--- src/rtl/lc3_pkg.sv ---
// Shared LC-3 definitions: fetch sequencer states and architectural constants.
package lc3_pkg;

    localparam int          LC3_ADDR_W   = 16;
    localparam int          LC3_CNT_W    = 16;
    localparam logic [15:0] LC3_RESET_PC = 16'h3000;

    typedef enum logic [1:0] {
        FS_BOOT   = 2'd0,
        FS_RUN    = 2'd1,
        FS_HALTED = 2'd2
    } fetch_state_e;

endpackage

--- src/rtl/lc3_fetch_ctrl.sv ---
// Fetch-stage sequencer for the pipelined LC-3: drives PC/IR load enables, imem requests,
// decode back-pressure, redirects and HALT.
module lc3_fetch_ctrl
    import lc3_pkg::*;
#(
    parameter int                ADDR_W   = LC3_ADDR_W,
    parameter logic [ADDR_W-1:0] RESET_PC = ADDR_W'(LC3_RESET_PC),
    parameter int                CNT_W    = LC3_CNT_W
) (
    input  logic              clk,
    input  logic              rst_n,
    input  logic [ADDR_W-1:0] pc_q,
    output logic              pc_ld,
    output logic [ADDR_W-1:0] pc_next,
    output logic              ir_ld,
    output logic              imem_req,
    output logic [ADDR_W-1:0] imem_addr,
    input  logic              imem_ack,
    input  logic              stall,
    input  logic              redirect,
    input  logic [ADDR_W-1:0] redirect_pc,
    input  logic              halt,
    output logic              if_valid,
    output logic [ADDR_W-1:0] if_pc,
    output logic [CNT_W-1:0]  fetch_cnt
);

    localparam logic [ADDR_W-1:0] PC_ONE  = {{(ADDR_W-1){1'b0}}, 1'b1};
    localparam logic [CNT_W-1:0]  CNT_ONE = {{(CNT_W-1){1'b0}}, 1'b1};

    fetch_state_e      r_state;
    fetch_state_e      w_state_next;
    logic              r_if_valid;
    logic [ADDR_W-1:0] r_if_pc;
    logic [CNT_W-1:0]  r_fetch_cnt;

    logic              w_pc_ld;
    logic [ADDR_W-1:0] w_pc_next;
    logic              w_ir_ld;
    logic              w_imem_req;
    logic              w_xfer;
    logic              w_slot_free;
    logic              w_redirect_eff;
    logic              w_if_valid_next;

    assign w_slot_free    = !r_if_valid || !stall;
    // The BOOT PC load wins over any redirect arriving in the same cycle.
    assign w_redirect_eff = redirect && (r_state != FS_BOOT);

    // Next-state and per-cycle PC/IR/imem control.
    always_comb begin
        w_pc_ld      = 1'b0;
        w_pc_next    = pc_q;
        w_ir_ld      = 1'b0;
        w_imem_req   = 1'b0;
        w_xfer       = 1'b0;
        w_state_next = r_state;
        case (r_state)
            FS_BOOT: begin
                w_pc_ld      = 1'b1;
                w_pc_next    = RESET_PC;
                w_state_next = FS_RUN;
            end
            FS_RUN: begin
                if (redirect) begin
                    w_pc_ld   = 1'b1;
                    w_pc_next = redirect_pc;
                end else if (halt) begin
                    w_state_next = FS_HALTED;
                end else begin
                    w_imem_req = w_slot_free;
                    if (w_slot_free && imem_ack) begin
                        w_xfer    = 1'b1;
                        w_ir_ld   = 1'b1;
                        w_pc_ld   = 1'b1;
                        w_pc_next = pc_q + PC_ONE;
                    end else begin
                        w_xfer = 1'b0;
                    end
                end
            end
            FS_HALTED: begin
                if (redirect) begin
                    w_pc_ld      = 1'b1;
                    w_pc_next    = redirect_pc;
                    w_state_next = FS_RUN;
                end else begin
                    w_state_next = FS_HALTED;
                end
            end
            default: begin
                w_state_next = FS_BOOT;
            end
        endcase
    end

    // IR valid flag: redirect flushes, a transfer fills, otherwise held only under stall.
    always_comb begin
        if (w_redirect_eff) begin
            w_if_valid_next = 1'b0;
        end else if (w_xfer) begin
            w_if_valid_next = 1'b1;
        end else if (stall) begin
            w_if_valid_next = r_if_valid;
        end else begin
            w_if_valid_next = 1'b0;
        end
    end

    // State, IR bookkeeping and retired-fetch counter.
    always_ff @(posedge clk or negedge rst_n) begin
        if (!rst_n) begin
            r_state     <= FS_BOOT;
            r_if_valid  <= 1'b0;
            r_if_pc     <= '0;
            r_fetch_cnt <= '0;
        end else begin
            r_state    <= w_state_next;
            r_if_valid <= w_if_valid_next;
            if (w_xfer) begin
                r_if_pc     <= pc_q;
                r_fetch_cnt <= r_fetch_cnt + CNT_ONE;
            end
        end
    end

    // Load strobes are forced low while reset is held so a mid-fetch reset drops the transfer.
    assign pc_ld     = w_pc_ld && rst_n;
    assign ir_ld     = w_ir_ld && rst_n;
    assign imem_req  = w_imem_req && rst_n;
    assign pc_next   = w_pc_next;
    assign imem_addr = pc_q;
    assign if_valid  = r_if_valid;
    assign if_pc     = r_if_pc;
    assign fetch_cnt = r_fetch_cnt;

endmodule
--- config.mk ---
export PLATFORM = sky130hd
export DESIGN_NAME = lc3_fetch_ctrl
export DESIGN_NICKNAME = d
export VERILOG_FILES = /design/src/rtl/lc3_pkg.sv /design/src/rtl/lc3_fetch_ctrl.sv
export SDC_FILE = /design/constraint.sdc
export NUM_CORES = 1
export LEC_CHECK = 0
export CELL_PAD_IN_SITES_DETAIL_PLACEMENT = 1
export CELL_PAD_IN_SITES_GLOBAL_PLACEMENT = 1
export CORE_MARGIN = 4
export CORE_UTILIZATION = 28
export DETAILED_ROUTE_END_ITERATION = 12
export PLACE_DENSITY = 0.8
export SYNTH_ARGS = -nofsm -noshare
export SYNTH_HDL_FRONTEND = slang
export SYNTH_SLANG_ARGS = --single-unit
--- constraint.sdc ---
create_clock -name clk -period 2.1 [get_ports clk]
set_clock_uncertainty 0.2 [all_clocks]
set_input_delay 0.42 -clock clk [delete_from_list [all_inputs] [get_ports clk]]
set_output_delay 0.42 -clock clk [all_outputs]
set_load 0.03 [all_outputs]
==> impl_metrics.yaml, run 1 <==
layout:
  seqCellArea_um2: 877
  syn_to_final_growth_pct: 82.4
  num_antenna_cells: 0
  final_util_pct: 52.6
  drive_gt1_share_pct: 39.9
  multi_input_area_mm2: 0.00184
  nFillCells: 1097
  instances_no_fill: 635
  nets: 546
  fin_area_mm2: 0.00488
clocking:
  cts_buffers: 5
  clk_pin_slew_ns: 0.07
  clk_latency_ns: 0.29
  clockRootBuffer: "clkbuf_8"
  cts_num_sinks: 35
  htree_num_levels: 2
  clock_path_buffers: 2
  cts_tree: "done"
sta:
  fmax_mhz: 368
  timing.final.ws_setup_ns: -0.616
  fin_crit_sh_pct: 129
  fin_setup_tns_ns: -9.05
  worst_pin_slew_ns: 0.454
  drv_slew: 0
  min_period_ns: 2.72
  setup_violations: 19
  hold_viol: 0
  rsz0062_at_grt: "yes"
  maxSlewHeadroom_pct: 69.7
  fin_hold_ws_ns: 0.278
min_path:
  holdCritPathClass: "flop to flop"
  worstHoldStart: "if_pc[13]$_DFFE_PN0P_"
routing:
  ant_nets: 0
  detail_route.wl_per_cell_um: 19.5
  drcViolationCount: 0
  finalWirelength_mm: 12.4
  firstDrtPassIters: 4
  drt_iter0_drc: 142
  vias_per_cell: 5.23
  num_vias: 3322
logic_synthesis:
  synth_edf_count: 0
  synth_warnings: 0
  ys_types: 60
  syn_inst: 335
  synth_area_per_cell_um2: 7.99
  postSynthNetCount: 375
  ys_seq_area_share_pct: 32.7
  syn-cell-area_mm2: 0.00268
  ys_async_sr_fraction_pct: 100
  ys.flop_type: "dfrtp_1"
  synth_seq_cells: 35
worst_setup_path:
  cp.required_ns: 1.48
  cp-startpoint: "if_valid$_DFFE_PN0P_"
  endpoint_kind: "primary output"
  cp-start-kind: "flop"
  cp.arrival_ns: 2.10
  max_stage_delay_ns: 0.43
  criticalPathCategory: "flop to primary output"
  path_cells: "buf_4, buf_6, a21o_4, nor3_4, a31oi_1, or3b_4, buf_6"
  cp_max_fo: 3
  cp_slowest_cell: "dfrtp_2"
  cpMostUsedCell: "buf_6"
  reg2reg_from: "if_valid$_DFFE_PN0P_"
power:
  p_leak_nw: 2.23
  peakVddDrop_mv: 0.351
  total_power_mw: 4.86
  power_density_mw_per_mm2: 996
grt:
  grt_max_degree: 36
  grt_overflow: 0
  grt_pass1_wl_mm: 19.0
  grtUsageTotal_pct: 21.1
  grt_pass1_vias: 3561
  antenna_found_initial: 0
floorplanning:
  die_h_um: 106
  core_area_mm2: 0.00928
  die_area_mm2: 0.0112
  die_w_um: 106
  start_util_pct: 28.8
  pin_count: 106
  rows: 35
run:
  cap_viol_max_count: 0
placed_design:
  finalWeightedCongestion: 0.862
  dp.cells: 610
  placed_area_mm2: 0.00435
  dp_hpwl_mm: 9.06
  place_worst_setup_slack_ns: -0.818
  portBuffers: 105
run_status:
  status: "complete, but fails checks"
  violations: "negative setup slack"
[cell usage in the layout (no fill, tap or decap), types with 3 or more instances in the layout]
cell,instances
o21ai_0,3
clkbuf_8,6
nand2b_1,5
mux2i_1,3
nor2_1,8
inv_2,3
buf_12,4
a22oi_1,3
a21oi_2,3
o21ai_1,4
dfrtp_1,34
xor2_1,6
nand3_1,13
clkdlybuf4s15_2,4
nor3_1,4
inv_1,5
dlymetal6s2s_1,4
nand3_4,3
nor4_4,3
o22ai_1,4
clkdlybuf4s50_1,45
and4_1,5
o21ai_2,3
a21oi_1,3
dlygate4sd2_1,14
o211ai_1,10
nor3_2,3
buf_6,33
o2bb2ai_1,4
xnor2_1,9
buf_4,98
nor4_1,3
nor2b_1,4
a41oi_1,3
nand2_1,70
nand4_1,13
[cells in the mapped netlist, types with 6 or more instances]
library cell	count	area share, %
xor2_1	6	2.0
nor2_1	11	1.5
nand2_1	71	10
dfrtp_1	35	33
o211ai_1	10	2.8
nand4_1	13	3.0
nor3_1	8	1.5
and4_1	7	2.3
a21oi_1	6	1.1
o21ai_1	7	1.3
clkbuf_1	15	2.1
nand3_1	17	3.2
buf_4	18	5.0
xnor2_1	9	2.9
nor4_1	8	1.9
[worst max-delay path: cells and delay by family (launching register included)]
family / cells / cell delay, ns
buf+inv: 3 / 0.41
compound gates: 2 / 0.36
simple gates: 2 / 0.61
flops: 1 / 0.43
[metal layers]
layer | part of all wire, % | vias up | GRT usage [%]
met2 | 52 | 100 | 37.4
met5 | 0 | - | 0
li1 | - | 1542 | -
met1 | 41 | 1657 | 25.6
met4 | 2.3 | 0 | 7.12
met3 | 4.6 | 23 | 3.74
[logic make-up (layout without fill, tap and decap cells)]
kind of cell,Yosys count,count (layout),share of synthesized area [%]
AND/OR/NAND/NOR,159,159,30.2
AO/OA/AOI/OAI,70,70,19.6
buffers and inverters,50,221,10.1
flip-flops,35,35,32.7
XOR/XNOR,15,15,4.91
multiplexers,4,4,1.54
adder cells (fa/ha/maj),2,2,0.934
[flip-flops by register name (all words and copies together) (netlist names)]
| signal | cells |
|---|---|
| r_state | 2 |
| if_valid | 1 |
| fetch_cnt | 16 |
| if_pc | 16 |
[where the power goes]
group	total [mW]	switching (mW)	internal [mW]
combinational	3.34	1.86	1.47
clock	0.496	0.239	0.257
sequential	1.03	0.164	0.869
[layout make-up]
class / count / area share, %
well taps: 129 / 3.31
flip-flops and latches: 35 / 18.0
clock inverters: 1 / 0.102
clock buffers: 6 / 1.69
multi-input cells: 250 / 37.6
inverters: 8 / 0.615
repair buffers: 206 / 38.7
[worst paths after layout]
check                           depth (start not counted)                        to  slack, ns
worst max-delay path                                    7                pc_next[9]      -0.62
worst min-delay path                                    2     if_pc[13]$_DFFE_PN0P_       0.28
worst max register to register                          9  fetch_cnt[8]$_DFFE_PN0P_       0.06
worst min register to register                          2     if_pc[13]$_DFFE_PN0P_       0.28
max in group asynchronous                               3      if_valid$_DFFE_PN0P_       0.82
min in group asynchronous                               3     if_pc[12]$_DFFE_PN0P_       0.52
[timing repair]
action	CTS	global route
gates resized for setup	86	18
hold buffers	1	0
pin swaps	34	14
setup endpoints to repair	49	36
hold endpoints to repair	35	0
setup buffers	14	5
Note: power is estimated with default switching activity, not from simulation.
==> run 2, diff against run 1 <==
==> constraint.sdc (replaced) <==
create_clock -name clk -period 2.1 [get_ports clk]
set_clock_uncertainty 0.2 [all_clocks]
set_input_delay 0.315 -clock clk [delete_from_list [all_inputs] [get_ports clk]]
set_output_delay 0.315 -clock clk [all_outputs]
set_load 0.03 [all_outputs]
==> run 2 against run 1 <==
Net effect: the flow still finishes with violations (negative setup slack); routed wire length is 21% higher; fmax increased by 4.0%; setup slack improved by 0.11 ns; total power increased by 12%; clock power is 31% higher; core utilization increased by 3.7 points; sequential share of layout area fell by 1.2 points; sequential power about the same; critical endpoint is now pc_next[1].
==> impl_metrics.yaml, run 2 (same netlist as run 1, synthesis figures left out) <==
run_status:
  status: "complete, but fails checks"
  violations: "negative setup slack"
sta:
  rsz0062_at_grt: "yes"
  worst_pin_slew_ns: 0.474
  maxSlewHeadroom_pct: 68.3
  setup_violations: 32
  timing.final.ws_setup_ns: -0.511
  fin_hold_ws_ns: 0.289
  drv_slew: 0
  fin_crit_sh_pct: 124
  min_period_ns: 2.61
  fmax_mhz: 383
  hold_viol: 0
power:
  p_clk_share_pct: 11.9
  seqPwrFrac_pct: 19.5
  p_int_mw: 2.95
  power_switching_share_pct: 45.8
  peakVddDrop_mv: 0.469
  total_power_mw: 5.44
  switching_power_mw: 2.49
  combPwrFrac_pct: 68.6
  p_leak_nw: 2.39
  power_density_mw_per_mm2: 1040
placed_design:
  finalWeightedCongestion: 0.872
  portBuffers: 105
  dp_hpwl_mm: 9.04
floorplanning:
  pin_count: 106
  start_util_pct: 28.8
  die_w_um: 106
  rows: 35
  core_area_mm2: 0.00928
  die_area_mm2: 0.0112
  die_h_um: 106
clocking:
  clk_pin_slew_ns: 0.07
  cts_buffers: 5
  clockRootBuffer: "clkbuf_8"
  cts_num_sinks: 35
  clock_path_buffers: 2
  htree_num_levels: 2
  clk_latency_ns: 0.30
  cts_tree: "done"
layout:
  nets: 557
  drive_gt1_share_pct: 43.1
  final_common_cell: "buf_4"
  nFillCells: 1075
  syn_to_final_growth_pct: 95.1
  final_cell_mix: "buf_4 (94), nand2_1 (69), clkdlybuf4s50_1 (53)"
  num_antenna_cells: 0
grt:
  grt_overflow: 0
  grtUsageTotal_pct: 24.1
  grt_pass1_vias: 3870
  antenna_found_initial: 0
  grt_max_degree: 36
  grt_pass1_wl_mm: 21.5
worst_setup_path:
  reg2reg_from: "if_valid$_DFFE_PN0P_"
  r2r-end: "fetch_cnt[9]$_DFFE_PN0P_"
  cp_max_fo: 3
  cp-start-kind: "flop"
  rrSetupSlack_ns: -0.19
  cp.required_ns: 1.58
  criticalPathCategory: "flop to primary output"
  rr_worst_depth: 12
  endpoint_kind: "primary output"
  cp.arrival_ns: 2.10
min_path:
  min_to: "fetch_cnt[15]$_DFFE_PN0P_"
  hold_depth: 1
  holdCritPathClass: "flop to flop"
  worstHoldStart: "fetch_cnt[15]$_DFFE_PN0P_"
routing:
  num_vias: 3592
  firstDrtPassIters: 5
  vias_per_cell: 5.55
  detail_route.wl_per_cell_um: 23.2
  ant_nets: 0
  drt_iter0_drc: 286
  finalWirelength_mm: 15.0
  drcViolationCount: 0
run:
  cap_viol_max_count: 0
## run 2: layout make-up
cell class | instances | area, um^2 | area share (%)
Tap cell | 129 | 161 | 3.09
Timing Repair Buffer | 217 | 2080 | 39.8
Inverter | 8 | 32.5 | 0.623
Clock buffer | 6 | 82.6 | 1.58
Sequential cell | 35 | 878 | 16.8
Clock inverter | 2 | 35.0 | 0.670
Multi-Input combinational cell | 250 | 1960 | 37.5
## run 2: layer usage
metal	wire, um	track usage [%]	vias to the layer above
li1	-	-	1567
met1	5860	28.2	1796
met2	7890	43.1	182
met3	693	3.86	47
met4	558	10.7	0
met5	0	0	-
## run 2: how the worst max path moves through the flow
stage / from / to / slack [ns] / cells past startpoint
2_1_floorplan: if_valid$_DFFE_PN0P_ / pc_next[13] / -0.18 / 4
3_3_place_gp: pc_q[1] / pc_next[13] / -0.65 / 6
3_5_place_dp: pc_q[1] / pc_next[6] / -0.64 / 7
4_1_cts: if_valid$_DFFE_PN0P_ / pc_next[13] / -0.44 / 5
5_1_grt: if_valid$_DFFE_PN0P_ / pc_next[1] / -0.53 / 10
6_report: if_valid$_DFFE_PN0P_ / pc_next[1] / -0.51 / 10
## run 2: repair_timing
| action | CTS | global route |
|---|---|---|
| cloned | 0 | 0 |
| endpoints found under the setup margin | 19 | 51 |
| hold endpoints to repair | 35 | 0 |
| pin swaps | 26 | 35 |
| setup buffers | 26 | 6 |
| resized for setup | 79 | 61 |
| hold buffers | 1 | 0 |
## run 2: metrics by stage
step	area (um^2)	cells	setup WS, ns	utilization, %	setup TNS [ns]
final	5230	647	-0.511	56.3	-7.52
after global routing	5230	647	-0.535	56.3	-9.25
after CTS	4890	642	-0.436	52.7	-6.31
after detailed placement	4330	607	-0.643	46.7	-14.21
after global placement	4330	607	-0.650	46.7	-12.06
after floorplan	2750	335	-0.180	-	-0.571
## run 2: power by group through the flow
stage                     Clock [mW]  Combinational, mW  Sequential (mW)
after floorplan                    0               1.25             1.36
after global placement             0               3.05             1.02
after detailed placement           0               3.10             1.03
after CTS                      0.655               3.44             1.03
after global routing           0.676               3.89             1.08
final                          0.648               3.73             1.06
## run 2: worst max-delay path: stages, from the launching register on
cell and delay [ns]:
dfrtp_2 0.43, a21oi_4 0.18, buf_4 0.13, buf_6 0.08, buf_6 0.09, buf_6 0.08
buf_6 0.11, a21oi_2 0.07, a311oi_2 0.32, o21ai_2 0.13, clkbuf_16 0.17
==> run 3, diff against run 2 <==
- CAP_MARGIN: unset -> 0
- GPL_TIMING_DRIVEN: unset -> 0
==> run 3 against run 2 <==
Net effect: the flow still finishes with violations (negative setup slack); combinational power down 18%; final cell count down 8.2%; total power down 16%; largest cell class is now multi-input gates.
==> impl_metrics.yaml, run 3 (same netlist as run 1, synthesis figures left out) <==
routing:
  drcViolationCount: 0
  ant_nets: 0
  vias_per_cell: 5.36
  firstDrtPassIters: 4
  finalWirelength_mm: 11.7
  num_vias: 3185
  drt_iter0_drc: 185
  detail_route.wl_per_cell_um: 19.7
sta:
  hold_viol: 0
  timing.final.ws_setup_ns: -0.458
  min_period_ns: 2.56
  setup_violations: 19
  maxSlewHeadroom_pct: 65.5
  fmax_mhz: 391
  drv_slew: 0
  rsz0062_at_grt: "yes"
  worst_pin_slew_ns: 0.518
  fin_hold_ws_ns: 0.0940
  fin_crit_sh_pct: 122
placed_design:
  dp_hpwl_mm: 8.23
  place_worst_setup_slack_ns: -1.38
  portBuffers: 99
  dp.cells: 563
  finalWeightedCongestion: 0.876
floorplanning:
  start_util_pct: 28.8
  die_area_mm2: 0.0112
  die_w_um: 106
  rows: 35
  core_area_mm2: 0.00928
  die_h_um: 106
  pin_count: 106
clocking:
  cts_buffers: 5
  clock_path_buffers: 2
  htree_num_levels: 2
  clk_latency_ns: 0.29
  clockRootBuffer: "clkbuf_8"
  clk_pin_slew_ns: 0.07
  cts_tree: "done"
  cts_num_sinks: 35
min_path:
  worstHoldStart: "pc_q[4]"
  min_to: "if_pc[4]$_DFFE_PN0P_"
  hold_depth: 3
  holdCritPathClass: "input pin to flop"
layout:
  instances_no_fill: 594
  final_common_cell: "nand2_1"
  drive_gt1_share_pct: 31.4
  nFillCells: 1117
  nets: 505
  final_util_pct: 48.3
  final_cell_mix: "nand2_1 (70), clkdlybuf4s50_1 (64), buf_4 (46)"
  num_antenna_cells: 0
  syn_to_final_growth_pct: 67.6
worst_setup_path:
  reg2reg_from: "if_valid$_DFFE_PN0P_"
  criticalPathCategory: "flop to primary output"
  endpoint_kind: "primary output"
  cp-start-kind: "flop"
  cp.arrival_ns: 2.04
  r2r-end: "fetch_cnt[12]$_DFFE_PN0P_"
  rrSetupSlack_ns: 0.05
  cp_max_fo: 6
  cp.required_ns: 1.58
  rr_worst_depth: 9
grt:
  grt_overflow: 0
  grtUsageTotal_pct: 20.1
  grt_max_degree: 36
  grt_util_met3_pct: 2.39
  gr-max-usage-layer: "met2"
  met2_usage_pct: 35.7
  grtUsageMet1_pct: 25.1
  grt_pass1_wl_mm: 18.0
  antenna_found_initial: 0
  grt_pass1_vias: 3364
power:
  p_leak_nw: 1.89
  power_density_mw_per_mm2: 1020
  peakVddDrop_mv: 0.437
run_status:
  violations: "negative setup slack"
  status: "complete, but fails checks"
run:
  cap_viol_max_count: 0
[run 3: layer usage]
metal | vias up | part of all wire (%)
met5 | - | 0
met4 | 0 | 2.3
met3 | 20 | 5.4
met2 | 127 | 51
met1 | 1574 | 41
li1 | 1464 | -
[run 3: critical path: stages, from the launching register on]
cell,delay (ns)
dfrtp_1,0.45
or2_4,0.32
or4_4,0.55
a211oi_4,0.27
buf_6,0.16
[run 3: where the power goes]
group	internal (mW)	total [mW]	leakage [nW]	switching (mW)
sequential	0.870	1.04	0.454	0.170
clock	0.228	0.464	0.0383	0.236
combinational	1.26	3.06	1.40	1.80
total	2.36	4.56	1.89	2.20
[run 3: worst max-delay path by stage]
stage,start,to,cells past startpoint
after floorplan,if_valid$_DFFE_PN0P_,pc_next[13],4
after global placement,rst_n,imem_req,4
after detailed placement,pc_q[5],pc_next[13],6
after CTS,r_state[1]$_DFFE_PN0P_,pc_next[13],4
after global routing,r_state[1]$_DFFE_PN0P_,pc_next[13],4
final,r_state[1]$_DFFE_PN0P_,pc_next[13],4
[run 3: cell type report]
| type | count | area (um^2) | area share [%] |
|---|---|---|---|
| timing repair buffer | 126 | 1220 | 27.1 |
| inverter | 8 | 30.0 | 0.669 |
| multi-input combinational | 250 | 1840 | 40.9 |
| tap | 129 | 161 | 3.60 |
| buffer | 39 | 288 | 6.41 |
| clock buffer | 7 | 76.3 | 1.70 |
| sequential | 35 | 878 | 19.6 |
[run 3: through the flow]
| stage | cell area [um^2] | TNS (ns) | power (mW) |
|---|---|---|---|
| CTS | 4240 | -4.61 | 4.39 |
| detailed placement | 3900 | -29.65 | 3.75 |
| finish | 4490 | -5.79 | 4.56 |
| floorplan | 2750 | -0.571 | 2.61 |
| global placement | 3900 | -42.18 | 3.69 |
| global route | 4490 | -7.25 | 4.79 |
[run 3: repair_timing]
| action | in CTS | in global routing |
|---|---|---|
| endpoints found under the hold margin | 35 | 0 |
| buffers inserted | 12 | 13 |
| pin swaps | 19 | 20 |
| hold buffers | 2 | 0 |
| gates resized for setup | 197 | 47 |
| endpoints found under the setup margin | 31 | 19 |
